## config.mk

```make
export PLATFORM = sky130hd
export DESIGN_NAME = slice_decision
export DESIGN_NICKNAME = d
export VERILOG_FILES = /design/src/rtl/slice_pkg.sv /design/src/rtl/slice_dec_fifo.sv /design/src/rtl/slice_decision.sv
export SDC_FILE = /design/constraint.sdc
export NUM_CORES = 1
export LEC_CHECK = 0
export ABC_AREA = 0
export ABC_CLOCK_PERIOD_IN_PS = 5800
export CAP_MARGIN = 30
export CORE_UTILIZATION = 50
export CTS_CLUSTER_DIAMETER = 100
export DETAILED_ROUTE_END_ITERATION = 12
export GPL_TIMING_DRIVEN = 0
export PLACE_DENSITY_LB_ADDON = 0.05
export REMOVE_ABC_BUFFERS = 1
export SLEW_MARGIN = 40
export SYNTH_ARGS = -nofsm -noshare
export SYNTH_HDL_FRONTEND = slang
export SYNTH_SLANG_ARGS = --single-unit
```

## constraint.sdc

```tcl
create_clock -name clk -period 5.8 [get_ports clk]
set_input_delay 1.16 -clock clk [delete_from_list [all_inputs] [get_ports clk]]
set_output_delay 1.16 -clock clk [all_outputs]
set_load 0.02 [all_outputs]
```

## src/rtl/slice_pkg.sv

```systemverilog
// Shared types and constants for the slice decision stage: FSM state,
// score saturation limits and the FIFO entry layout.
package slice_pkg;

  localparam int SLICE_WPI  = 32;
  localparam int SLICE_OUTW = 16;
  localparam int SLICE_IDXW = $clog2(SLICE_WPI);

  localparam longint SAT_MAX = (longint'(1) <<< (SLICE_OUTW - 1)) - 1;
  localparam longint SAT_MIN = -(longint'(1) <<< (SLICE_OUTW - 1));

  typedef enum logic {
    IDLE  = 1'b0,
    SWEEP = 1'b1
  } fsm_state_t;

  typedef struct packed {
    logic signed [SLICE_OUTW-1:0] score;
    logic                         label;
    logic [SLICE_IDXW-1:0]        idx;
  } dec_entry_t;

  // Zero counts as negative, so positive means sign clear and non-zero.
  function automatic logic is_positive(input logic signed [SLICE_OUTW-1:0] s);
    return !s[SLICE_OUTW-1] && (s != '0);
  endfunction

endpackage

```

## src/rtl/slice_dec_fifo.sv

```systemverilog
// Synchronous show-ahead FIFO: the head entry is visible on rd_data whenever
// empty is low. A write into a full FIFO is taken only alongside a read.
module slice_dec_fifo #(
  parameter int W     = 8,
  parameter int DEPTH = 8
) (
  input  logic         clk,
  input  logic         reset,
  input  logic         wr_en,
  input  logic [W-1:0] wr_data,
  input  logic         rd_en,
  output logic [W-1:0] rd_data,
  output logic         full,
  output logic         empty
);

  localparam int AW = $clog2(DEPTH);

  logic [W-1:0] mem [DEPTH];
  logic [AW:0]  wr_ptr;
  logic [AW:0]  rd_ptr;
  logic         do_rd;
  logic         do_wr;

  assign empty   = (wr_ptr == rd_ptr);
  assign full    = (wr_ptr[AW] != rd_ptr[AW]) && (wr_ptr[AW-1:0] == rd_ptr[AW-1:0]);
  assign do_rd   = rd_en && !empty;
  assign do_wr   = wr_en && (!full || do_rd);
  assign rd_data = mem[rd_ptr[AW-1:0]];

  always_ff @(posedge clk or posedge reset) begin
    if (reset) begin
      wr_ptr <= '0;
      rd_ptr <= '0;
    end else begin
      if (do_wr) wr_ptr <= wr_ptr + (AW+1)'(1);
      if (do_rd) rd_ptr <= rd_ptr + (AW+1)'(1);
    end
  end

  always_ff @(posedge clk) begin
    if (do_wr) mem[wr_ptr[AW-1:0]] <= wr_data;
  end

endmodule

```

## src/rtl/slice_decision.sv

```systemverilog
// Per-window bias, saturation and labelling of slice accumulators, with a
// ready/valid result FIFO and per-sweep positive count / sticky overflow.
module slice_decision
  import slice_pkg::*;
#(
  parameter int WPI   = SLICE_WPI,
  parameter int ACCW  = 32,
  parameter int OUTW  = SLICE_OUTW,
  parameter int DEPTH = 8
) (
  input  logic                       clk,
  input  logic                       reset,
  input  logic                       dvi,
  input  logic signed [ACCW-1:0]     acc_in,
  input  logic signed [ACCW-1:0]     bias,
  input  logic                       ready_i,
  output logic                       dvo,
  output logic signed [OUTW-1:0]     score_o,
  output logic                       label_o,
  output logic [$clog2(WPI)-1:0]     win_idx_o,
  output logic                       sweep_done,
  output logic [$clog2(WPI+1)-1:0]   pos_count,
  output logic                       overflow
);

  localparam int                IDXW     = $clog2(WPI);
  localparam int                CNTW     = $clog2(WPI + 1);
  localparam logic [IDXW-1:0]   LAST_IDX = IDXW'(WPI - 1);

  fsm_state_t               state;
  logic [IDXW-1:0]          idx_q;
  logic signed [ACCW-1:0]   bias_q;
  logic signed [ACCW-1:0]   bias_eff;
  logic [CNTW-1:0]          cnt;

  logic                     vld_p1;
  logic signed [ACCW:0]     sum_p1;
  logic [IDXW-1:0]          idx_p1;
  logic signed [OUTW-1:0]   sat_p1;

  logic                     vld_p2;
  logic signed [OUTW-1:0]   score_p2;
  logic                     label_p2;
  logic [IDXW-1:0]          idx_p2;

  dec_entry_t               wr_entry;
  dec_entry_t               head;
  logic                     fifo_full;
  logic                     fifo_empty;
  logic                     fifo_rd;

  function automatic logic signed [OUTW-1:0] sat_score(input logic signed [ACCW:0] s);
    if (longint'(s) > SAT_MAX) return SAT_MAX[OUTW-1:0];
    if (longint'(s) < SAT_MIN) return SAT_MIN[OUTW-1:0];
    return s[OUTW-1:0];
  endfunction

  // The first window of a sweep must see the incoming bias, not the stale latch.
  assign bias_eff = (state == IDLE) ? bias : bias_q;
  assign sat_p1   = sat_score(sum_p1);

  always_ff @(posedge clk or posedge reset) begin
    if (reset) begin
      state      <= IDLE;
      idx_q      <= '0;
      vld_p1     <= 1'b0;
      vld_p2     <= 1'b0;
      sweep_done <= 1'b0;
      cnt        <= '0;
      pos_count  <= '0;
      overflow   <= 1'b0;
    end else begin
      vld_p1     <= dvi;
      vld_p2     <= vld_p1;
      sweep_done <= vld_p1 && (idx_p1 == LAST_IDX);

      if (dvi) begin
        unique case (state)
          IDLE: begin
            idx_q <= IDXW'(1);
            state <= SWEEP;
          end
          SWEEP: begin
            if (idx_q == LAST_IDX) begin
              idx_q <= '0;
              state <= IDLE;
            end else begin
              idx_q <= idx_q + IDXW'(1);
            end
          end
        endcase
      end

      if (vld_p2) begin
        if (idx_p2 == LAST_IDX) begin
          pos_count <= cnt + CNTW'(label_p2);
          cnt       <= '0;
        end else if (label_p2) begin
          cnt <= cnt + CNTW'(1);
        end
      end

      if (vld_p2 && fifo_full && !fifo_rd) overflow <= 1'b1;
    end
  end

  always_ff @(posedge clk) begin
    if (dvi && state == IDLE) bias_q <= bias;
    // stage 1: widened add, cannot wrap
    if (dvi) begin
      sum_p1 <= {acc_in[ACCW-1], acc_in} + {bias_eff[ACCW-1], bias_eff};
      idx_p1 <= idx_q;
    end
    // stage 2: saturate and label
    if (vld_p1) begin
      score_p2 <= sat_p1;
      label_p2 <= is_positive(sat_p1);
      idx_p2   <= idx_p1;
    end
  end

  always_comb begin
    wr_entry       = '0;
    wr_entry.score = score_p2;
    wr_entry.label = label_p2;
    wr_entry.idx   = idx_p2;
  end

  assign fifo_rd = dvo && ready_i;

  slice_dec_fifo #(
    .W     ($bits(dec_entry_t)),
    .DEPTH (DEPTH)
  ) u_fifo (
    .clk     (clk),
    .reset   (reset),
    .wr_en   (vld_p2),
    .wr_data (wr_entry),
    .rd_en   (fifo_rd),
    .rd_data (head),
    .full    (fifo_full),
    .empty   (fifo_empty)
  );

  assign dvo       = !fifo_empty;
  assign score_o   = fifo_empty ? '0 : head.score;
  assign label_o   = fifo_empty ? 1'b0 : head.label;
  assign win_idx_o = fifo_empty ? '0 : head.idx;

endmodule
```

==> results of run 1 <==
==> sequential cells by signal (all words and copies together), names as in the netlist, 4 cells and up <==
signal         count
u_fifo.mem       176
sum_p1            33
bias_q            32
score_p2          16
cnt                6
pos_count          6
idx_p1             5
idx_p2             5
idx_q              5
u_fifo.rd_ptr      4
u_fifo.wr_ptr      4
==> logic make-up (layout without fill, tap and decap cells) <==
family,Yosys count,count (layout),share of synthesized area [%]
buffers and inverters,49,207,1.50
AND/OR/NAND/NOR,198,198,6.94
XOR/XNOR,46,46,3.05
flip-flops,298,298,66.6
adder cells (fa/ha/maj),40,40,3.85
multiplexers,101,101,12.2
AO/OA/AOI/OAI,124,124,5.88
==> cells in the mapped netlist, drive strengths merged (22+ instances only) <==
cell and count:
clkbuf 24, mux4 44, xor2 22, o21ai 28, edfxtp 268, mux2 35, a21oi 41, ha 39
dfrtp 30, nor2 55, mux2i 22, xnor2 24, nand2 69
==> layout make-up <==
cell class,count,area (sq um)
sequential,298,8810
clock inverter,18,100
clock buffer,40,810
multi-input combinational,509,4290
inverter,13,48.8
fill,1946,10200
tap,335,419
timing repair buffer,136,1280
==> critical path: cells and delay by family, from the launching register on <==
family	cells	cell delay, ns
multiplexers	2	0.70
flip-flops	1	0.76
AND/OR/NAND/NOR	1	0.07
buffers and inverters	2	0.82
==> power by group <==
group          total [mW]  internal, mW  switching, mW
Sequential           3.08          2.75          0.334
Combinational        2.16          1.12           1.04
Clock                1.77         0.984          0.782
Total                7.01          4.85           2.16
==> final timing paths <==
check	start	end	slack [ns]
worst max-delay path	u_fifo.rd_ptr[0]	score_o[12]	1.70
worst min-delay path	idx_p1[0]	idx_p2[0]	0.45
worst max register to register	state	sum_p1[26]	1.97
worst min register to register	idx_p1[0]	idx_p2[0]	0.45
max in group asynchronous	reset	state	4.32
min in group asynchronous	reset	overflow	1.01
==> metrics by stage <==
stage | worst slack (ns) | TNS (ns) | std cells
floorplan | 0.518 | 0 | 820
global placement | -2.52 | -249.74 | 1253
detailed placement | 1.28 | 0 | 1291
CTS | 1.63 | 0 | 1349
global route | 1.49 | 0 | 1349
finish | 1.70 | 0 | 1349
==> layer usage <==
layer  part of all wire, %  GRT usage (%)  up-vias
met1                    44           25.5     3704
met4                   1.7           4.50        0
met2                    51           35.0      165
li1                      -              -     3587
met5                     0              0        -
met3                   3.7           2.51       38
==> out/qor.txt, run 1 <==
Min-Delay Path Class = reg2reg
Initial antenna violation count = 0
TritonRoute pass-1 iters = 4
Flops & latches, synth = 298
Die Wd = 165 um
GP Congestion = 0.903
RSZ-0062 raised after global routing = no
Post-Synthesis Cell Area = 0.0132 sq mm
Total power = 7.01 mW
Htree depth = 1
Syn Area/Cell = 15.4 sq um
IO Port Bufs = 98
Final worst-path cycle share = 70.6%
Worst-margin pin slew = 0.737 ns
Max FO, Critical Path = 25
Sink Count = 298
Setup Crit Path Kind = reg2out
Setup bufs post-CTS = 0
Avg Vias per Cell = 5.56
P&R area growth vs syn = 19.4%
Tmin final = 4.10 ns
Count of hold-fix buffers inserted at cts = 0
DRC = 0
Core area = 0.0260 sq mm
Synth unique cells = 55
GR Overflow Total = 0
TritonCTS clock tree = done
Finished Cell Area = 0.0158 sq mm
Critical path data arrival time = 2.94 ns
CTS resizes = 0
# rows = 59
Main synth FF type = edfxtp_1
P_leak = 5.61 nW
Iter 0 DRT Violations = 513
Commonest non-fill, non-tap cells in the layout = 268 x edfxtp_1, 97 x clkdlybuf4s50_1, 69 x nand2_1
Async S/R FF share, synth = 10.1%
Area leader, netlist = edfxtp_1
Max Fclk = 244 MHz
Slew Limit Headroom = 50.3%
Top cell type's share of synthesized area = 60.9%
Post-DP HPWL = 18400 um
Clock transition at path regs = 0.06 ns
Post-DRT Antenna Nets = 0
FF-to-FF path depth = 10
First-pass GRT wire length = 41000 um
Final Max Slew Viols = 0
DR vias = 7494
Min Hold Slack = 0.451 ns
Number of global-route vias before repair = 7787
Antenna cell count = 0
CP endpoint kind = primary output
Starting density of the core = 50.8%
Slowest-stage cell, CP = dfrtp_4
Seq/Total Area, Yosys = 66.6%
Synth area leaders = edfxtp_1 61%, mux4_2 7.5%, dfrtp_1 5.7%
CP cell instances = buf_12 > mux4_2 > mux2i_1 > nor2_1 > clkdlybuf4s50_1
Post-Syn Instances = 856
Commonest non-fill, non-tap cell in the layout = edfxtp_1
Status = finished clean
Placement Cell Area = 0.0148 sq mm
Layout net count = 1097
Slowest stage delay, CP = 0.76 ns
Num ports = 99
Total routed wirelength = 25600 um
Fin util = 60.7%
EDFF count, synth = 268
CP required = 4.64 ns
Max-Cap Viols = 0
Worst vdd ir = 0.271 mV
Clock latency on the worst-skew pair = 0.55 ns
Fin. Hold Viols = 0
Largest net degree at the start of global routing = 53
Clk_skew = 0.0134 ns
CTS Buffer Depth = 3
Routed length per instance = 19.0 um
Num CTS Buffers = 31
All-layer global routing usage = 19.6%
Root buf cell = clkbuf_16
Die area = 0.0271 sq mm
Synth warn = 0
WHS Path Cells = 0
Finish-stage setup viols = 0
Kind of start point of the critical path = flop
Chip height = 165 um
PwrDens = 445 mW/mm^2
Share of layout cells above drive strength 1 = 17.9%
No activity file was read; power rests on OpenSTA's default activity.
==> run 2: changes to the inputs <==
- ABC_CLOCK_PERIOD_IN_PS: 5800 -> 3900
- clock period: 5.8 -> 3.9 ns (I/O delays scaled with it)
==> out/qor.txt, run 2 (synthesis gave the netlist of run 1 again) <==
P_leak = 5.63 nW
Routed length per instance = 19.2 um
Root buf cell = clkbuf_16
Number of global-route vias before repair = 7787
Place WS = -0.241 ns
Met3 Use GR = 2.51%
Finished Cell Area = 0.0158 sq mm
Placement Cell Area = 0.0148 sq mm
RSZ-0062 raised after global routing = no
CP endpoint kind = flop
Slew Limit Headroom = 55.0%
# rows = 59
Fin. Hold Viols = 0
Final worst-path cycle share = 94.6%
Cells after DPL = 1291
TritonRoute pass-1 iters = 5
RR Endpoint = sum_p1[26]
Layout net count = 1099
GP Congestion = 0.903
PwrDens = 663 mW/mm^2
Core area = 0.0260 sq mm
DR vias = 7484
Multi-input logic area = 0.00429 sq mm
WHS Endpoint = idx_p2[0]
Chip height = 165 um
Finish-stage setup viols = 0
Commonest non-fill, non-tap cells in the layout = 268 x edfxtp_1, 97 x clkdlybuf4s50_1, 69 x nand2_1
Num ports = 99
Num CTS Buffers = 31
Antenna cell count = 0
Status = finished clean
Initial antenna violation count = 0
Finished Layout Cells = 1351
Critical path data arrival time = 3.97 ns
Die Wd = 165 um
GR Overflow Total = 0
FF-to-FF path depth = 10
Commonest non-fill, non-tap cell in the layout = edfxtp_1
Min-Delay Path Class = reg2reg
Kind of start point of the critical path = flop
Min Hold Slack = 0.451 ns
IO Port Bufs = 98
Largest net degree at the start of global routing = 53
Avg Vias per Cell = 5.54
Worst-margin pin slew = 0.668 ns
Post-DP HPWL = 18400 um
Max-Cap Viols = 0
Worst vdd ir = 0.406 mV
CP required = 4.18 ns
Clock transition at path regs = 0.06 ns
DRC = 0
Max Fclk = 271 MHz
Met1 Usage GRT = 25.5%
Fillers = 1942
Fin Setup TNS = 0 ns
Clk_skew = 0.0165 ns
Total power = 10.5 mW
Reg2Reg Setup Slack = 0.21 ns
Tmin final = 3.69 ns
Post-route worst setup slack = 0.213 ns
Grt met2 use = 35.0%
First-pass GRT wire length = 41000 um
TritonCTS clock tree = done
Post-DRT Antenna Nets = 0
HP Start = idx_p1[0]
CTS Buffer Depth = 3
WHS Path Cells = 0
Htree depth = 1
Total routed wirelength = 26000 um
Max FO, Critical Path = 21
Largest register FFs = 176
Setup Crit Path Kind = reg2reg
All-layer global routing usage = 19.6%
Die area = 0.0271 sq mm
Final Max Slew Viols = 0
Clock latency on the worst-skew pair = 0.55 ns
Iter 0 DRT Violations = 510
P&R area growth vs syn = 19.8%
R2R Path Start = state
Sink Count = 298
Share of layout cells above drive strength 1 = 18.0%
Fin util = 60.9%
Busiest grt layer = met2
Register area = 0.00881 sq mm
Starting density of the core = 50.8%
[run 2: metal layers]
| layer | vias up | share of wire (%) |
|---|---|---|
| met5 | - | 0 |
| met4 | 0 | 2.1 |
| met3 | 37 | 3.5 |
| met2 | 165 | 51 |
| met1 | 3692 | 44 |
| li1 | 3590 | - |
[run 2: cell type report]
| class | instances | area share, % |
|---|---|---|
| clock buffer | 40 | 5.12 |
| clock inverter | 18 | 0.633 |
| inverter | 13 | 0.309 |
| multi-input combinational | 509 | 27.1 |
| sequential | 298 | 55.7 |
| tap | 335 | 2.65 |
| timing repair buffer | 138 | 8.45 |
[run 2: what timing repair did]
item,in CTS,in global routing
gates resized for setup,1,1
hold buffers,0,0
buffers inserted,0,2
setup endpoints to repair,3,5
[run 2: where the power goes]
group | switching (mW) | leakage [nW] | internal, mW
combinational | 1.61 | 2.39 | 1.69
sequential | 0.467 | 2.81 | 4.09
clock | 1.17 | 0.437 | 1.46
[run 2: how the worst max path moves through the flow]
stage	to	cells past startpoint	slack, ns	start
final	sum_p1[26]	10	0.21	state
after global routing	sum_p1[26]	10	0.09	state
after CTS	sum_p1[31]	9	0.09	state
after detailed placement	sum_p1[26]	11	-0.24	bias[0]
after global placement	u_fifo.mem[1][10]	5	-4.42	u_fifo.rd_ptr[0]
after floorplan	u_fifo.mem[1][0]	5	-1.38	u_fifo.rd_ptr[0]
[run 2: critical path, cell delays in order, from the launching register on]
cell and delay, ns:
dfrtp_4 0.63, mux2_2 0.38, ha_1 0.21, fa_1 0.40, a21o_1 0.20, a221oi_2 0.32, o21ai_2 0.14, a221oi_1 0.50
o21ai_1 0.22, a21boi_0 0.29, xnor2_1 0.12
==> run 3: changes to the inputs <==
- CELL_PAD_IN_SITES_DETAIL_PLACEMENT: not set -> 0
- CELL_PAD_IN_SITES_GLOBAL_PLACEMENT: not set -> 1
==> out/qor.txt, run 3 (synthesis gave the netlist of run 1 again) <==
Antenna cell count = 0
Chip height = 165 um
CP cell instances = buf_12 > mux2_2 > ha_1 > fa_1 > a21o_1 > a221oi_2 > o21ai_2 > a21o_1 > a211oi_1 > nor2_1 > xnor2_1
Cell mode on critical path = a21o_1
Largest net degree at the start of global routing = 53
Critical path data arrival time = 3.98 ns
Initial antenna violation count = 0
Slowest-stage cell, CP = dfrtp_4
P&R area growth vs syn = 20.6%
Commonest non-fill, non-tap cell in the layout = edfxtp_1
Num CTS Buffers = 30
Worst-margin pin slew = 0.733 ns
Setup Crit Path Kind = reg2reg
Status = finished clean
Num ports = 99
WHS Path Cells = 0
Share of layout cells above drive strength 1 = 19.0%
Layout net count = 1100
DR vias = 7420
Clock latency on the worst-skew pair = 0.57 ns
Htree depth = 1
Delay-heaviest family, CP = compound AO/OA/AOI/OAI gates
Max FO, Critical Path = 24
Fillers = 1938
Slowest stage delay, CP = 0.55 ns
Number of global-route vias before repair = 7560
Fin Setup TNS = 0 ns
Final Max Slew Viols = 0
Root buf cell = clkbuf_16
Slew Limit Headroom = 50.7%
Min-Delay Path Class = reg2reg
Crit path buffers/inverters = 1
Iter 0 DRT Violations = 515
CP required = 4.20 ns
Clock transition at path regs = 0.06 ns
Die Wd = 165 um
Post-route worst setup slack = 0.227 ns
All-layer global routing usage = 19.8%
Setup bufs post-CTS = 0
TritonRoute pass-1 iters = 4
Post-DP HPWL = 18700 um
Max Fclk = 272 MHz
Core area = 0.0260 sq mm
Post-DRT Antenna Nets = 0
P_leak = 5.69 nW
Clock power share = 26.8%
# rows = 59
Kind of start point of the critical path = flop
PwrDens = 675 mW/mm^2
Clk_skew = 0.0231 ns
Sw Ratio = 30.7%
Sink Count = 298
Worst vdd ir = 0.946 mV
GR Overflow Total = 0
DRC = 0
RSZ-0062 raised after global routing = no
Final worst-path cycle share = 94.2%
FF-to-FF path depth = 11
Routed length per instance = 19.1 um
Comb power frac = 30.6%
Largest register FFs = 176
Avg Vias per Cell = 5.50
CTS Buffer Depth = 3
Starting density of the core = 50.8%
CP endpoint kind = flop
NetSw = 3.29 mW
Fin. Hold Viols = 0
Commonest non-fill, non-tap cells in the layout = 268 x edfxtp_1, 97 x clkdlybuf4s50_1, 69 x nand2_1
GP Congestion = 0.810
Total routed wirelength = 25800 um
Tmin final = 3.67 ns
Sequential share of power = 42.5%
Finish-stage setup viols = 0
Place WS = -0.219 ns
IO Port Bufs = 98
Max-Cap Viols = 0
First-pass GRT wire length = 40900 um
TritonCTS clock tree = done
Die area = 0.0271 sq mm
Int Pwr = 7.45 mW
Crit path depth = 11
## run 3: changes by cell type in the layout (fill, tap and decap cells not counted), moves of 2 or more
cell	delta
buf_16	-2
inv_6	-2
clkinv_1	-2
bufinv_16	+4
clkbuf_1	-7
clkinv_4	+3
## run 3: through the flow
stage          std cells  total power, mW  utilization [%]  area (sq um)  hold WS (ns)
2_1_floorplan        820             6.50                -         13100         0.426
3_3_place_gp        1253             7.75             55.6         14500         0.436
3_5_place_dp        1295             7.99             57.3         14900         0.439
4_1_cts             1350             10.9             61.2         15900         0.457
5_1_grt             1350             11.3             61.3         15900         0.475
6_report            1350             10.7             61.3         15900         0.460
## run 3: path summary, 6_finish.rpt
check | startpoint | to | slack, ns
worst max-delay path | state | sum_p1[24] | 0.23
worst min-delay path | idx_p1[0] | idx_p2[0] | 0.46
worst max register to register | state | sum_p1[24] | 0.23
worst min register to register | idx_p1[0] | idx_p2[0] | 0.46
max in group asynchronous | reset | state | 2.81
min in group asynchronous | reset | idx_q[3] | 0.61
## run 3: timing repair
action / in CTS / in global routing
hold endpoints to repair: 0 / 0
hold buffers: 0 / 0
gates resized for setup: 0 / 4
endpoints found under the setup margin: 0 / 8
## run 3: worst register-to-register path: stages (launching register included)
cell and delay, ns:
dfrtp_4 0.55, buf_12 0.23, mux2_2 0.37, ha_1 0.21, fa_1 0.40, a21o_1 0.20
a221oi_2 0.34, o21ai_2 0.16, a21o_1 0.26, a211oi_1 0.45, nor2_1 0.12, xnor2_1 0.15
## run 3: layout make-up
class	instances	area (sq um)	area share (%)
clock buffer	32	758	4.76
clock inverter	23	256	1.61
inverter	13	48.8	0.306
multi-input combinational	509	4300	27.0
sequential	298	8810	55.4
tap	335	419	2.63
timing repair buffer	140	1330	8.35
## run 3: power by group through the flow
stage | sequential, mW | combinational, mW | clock, mW
after CTS | 4.58 | 3.35 | 2.96
after global routing | 4.64 | 3.58 | 3.06
final | 4.57 | 3.29 | 2.88
after detailed placement | 4.65 | 3.34 | 0
after floorplan | 4.62 | 1.88 | 0
after global placement | 4.77 | 2.99 | 0
## run 3: per-layer routing
layer / vias to the layer above / track usage (%) / wire [um] / share of wire [%]
met5: - / 0 / 0 / 0
met4: 0 / 4.21 / 434 / 1.7
met1: 3648 / 26.5 / 11200 / 43
li1: 3581 / - / - / -
met3: 30 / 2.79 / 1040 / 4.0
met2: 161 / 34.5 / 13100 / 51
==> edit, RTL diff (flow settings as in run 3) <==
Make the reset (`reset`) synchronous in 2 clocked blocks.
--- a/src/rtl/slice_dec_fifo.sv
+++ b/src/rtl/slice_dec_fifo.sv
@@ -29,5 +29,5 @@
   assign rd_data = mem[rd_ptr[AW-1:0]];
 
-  always_ff @(posedge clk or posedge reset) begin
+  always_ff @(posedge clk) begin
     if (reset) begin
       wr_ptr <= '0;
--- a/src/rtl/slice_decision.sv
+++ b/src/rtl/slice_decision.sv
@@ -60,5 +60,5 @@
   assign sat_p1   = sat_score(sum_p1);
 
-  always_ff @(posedge clk or posedge reset) begin
+  always_ff @(posedge clk) begin
     if (reset) begin
       state      <= IDLE;
Function: differs if reset is asserted again (counterexample within 4 cycles, from zero or initial values and one cycle with reset high); with reset held inactive, the same outputs for 4 cycles.
==> edit against run 3 <==
Worst setup slack worse by 0.0016 ns; routed wire length decreased by 3.4%; final cell count rose by 0.74%; design area up 0.37%; synthesized cell count up 2.9%; sequential cell count rose by 3; critical path type is now reg2out; critical path depth decreased by 6; highest routed layer unchanged; register-to-register slack improved by 0.06 ns; area after synthesis increased by 0.55%.
Power is not compared: it rests on default switching activity, and its combinational part moved more than twofold at a synthesized area within 25%.
==> edit: results (changes against run 3) <==
- Root Driver: clkbuf_16
- WHS: 0.458 ns (-0.00209 ns)
- Hpwl dp: 17600 um (-5.6%)
- Critical path peak fanout: 23 (-4.2%)
- Max reg flops: 176 (unchanged)
- Worst flop-to-flop path endpoint: sum_p1[29]$_DFFE_PP_
- CTS Buf Count: 31 (+3.3%)
- Synth top cells by count: edfxtp_1 (268), nand2_1 (61), nor2_1 (59)
- Total Routing Usage GR: 18.7% (-1.1 points)
- Vias in the first global route: 7622 (+0.82%)
- DR vias/cell: 5.51 (+0.29%)
- Net count reported at finish: 1109 (+0.82%)
- Status: finished clean
- Synth top area cells: edfxtp_1 (61%), mux4_2 (7.5%), dfxtp_1 (5.0%)
- Antenna violations before repair: 0 (unchanged)
- # Post-CTS Setup Buffers: 0 (unchanged)
- Number of distinct library cells after synthesis: 61 (+11%)
- Hold path cells: 0 (unchanged)
- Hold Path Class: reg2reg
- Avg Inst Size Synth: 15.1 um^2 (-2.3%)
- First-pass GRT wire length: 39200 um (-4.1%)
- Detailed Route Iter0 Violations: 482 (-6.4%)
- Drt first pass iters: 7 (+3)
- DP Worst Slack: -0.257 ns (-0.0382 ns)
- RD Place Congestion: 0.834 (+3.0%)
- Clock transition at path regs: 0.06 ns (about the same)
- Port Buffer Count: 98 (unchanged)
- EDFF count, synth: 268 (unchanged)
- WS Path Type: reg2out
- Wirelength per Cell: 18.3 um (-4.1%)
- Commonest register cell after synthesis: edfxtp_1
- Hold Crit Start: idx_p1[2]$_DFFE_PP_
- R2r setup slk: 0.29 ns (+0.06 ns)
- Worst-Margin Slew: 0.579 ns (-0.155 ns)
- R2R cell count: 10 (-1)
- Pin count of the biggest net entering global routing: 53 (unchanged)
- Worst Hold Path EP: idx_p2[2]$_DFFE_PP_
- Insertion delay to the later sink of the worst-skew pair: 0.55 ns (-0.02 ns)
- Fraction of layout cells with a size suffix above 1: 17.5% (-1.6 points)
- Fin cells: 1360 (+0.74%)
- Share of synthesized registers carrying an async set or reset: 0% (-10 points)
- Maximum root-to-sink buffer count: 3 (unchanged)
- Worst reg2reg path startpoint: state$_SDFFE_PP0P_
- Share of the yosys chip area belonging to registers: 65.6% (-1.0 points)
- Post-DP Area: 14900 um^2 (-0.21%)
- DP Cell Count: 1302 (+0.54%)
- Clock skew: 0.0146 ns (-0.00842 ns)
edit: power breakdown:
part	leakage, nW	total, mW	internal (mW)	switching [mW]
Sequential	2.74	3.78	3.67	0.104
Combinational	2.22	0.883	0.432	0.452
Clock	0.531	3.16	1.98	1.17
edit: worst max path at each step:
| stage | slack (ns) | cells after the start | to |
|---|---|---|---|
| 6_report | 0.23 | 5 | score_o[2] |
| 4_1_cts | 0.12 | 10 | sum_p1[29]$_DFFE_PP_ |
| 5_1_grt | 0.03 | 5 | score_o[2] |
| 3_3_place_gp | -1.78 | 5 | u_fifo.mem[5][14]$_DFFE_PP_ |
| 3_5_place_dp | -0.26 | 11 | sum_p1[29]$_DFFE_PP_ |
| 2_1_floorplan | 0.17 | 11 | sum_p1[26]$_DFFE_PP_ |
edit: cell families after synthesis:
logic type,synth area share (%)
flops,65.6
simple gates,7.13
compound gates,6.48
mux,12.1
buf+inv,1.79
xor+xnor,3.03
fa+ha+maj,3.83
edit: metal layers:
layer,GRT usage (%),vias up,wire (um)
li1,-,3643,-
met4,4.50,0,415
met2,32.9,159,12400
met1,24.5,3654,11200
met5,0,-,0
met3,2.46,41,901
edit: area by class of cell:
class	instances	area, um^2
clock buffer	39	806
inverter	18	67.6
multi-input combinational	518	4400
sequential	301	8720
fill	1939	10100
tap	335	419
clock inverter	18	290
timing repair buffer	131	1280
edit: critical path: stages, from the launching register on:
cell,delay (ns)
dfxtp_4,0.64
buf_12,0.28
mux4_2,0.52
mux2i_1,0.26
nor2_1,0.08
clkdlybuf4s50_1,0.55
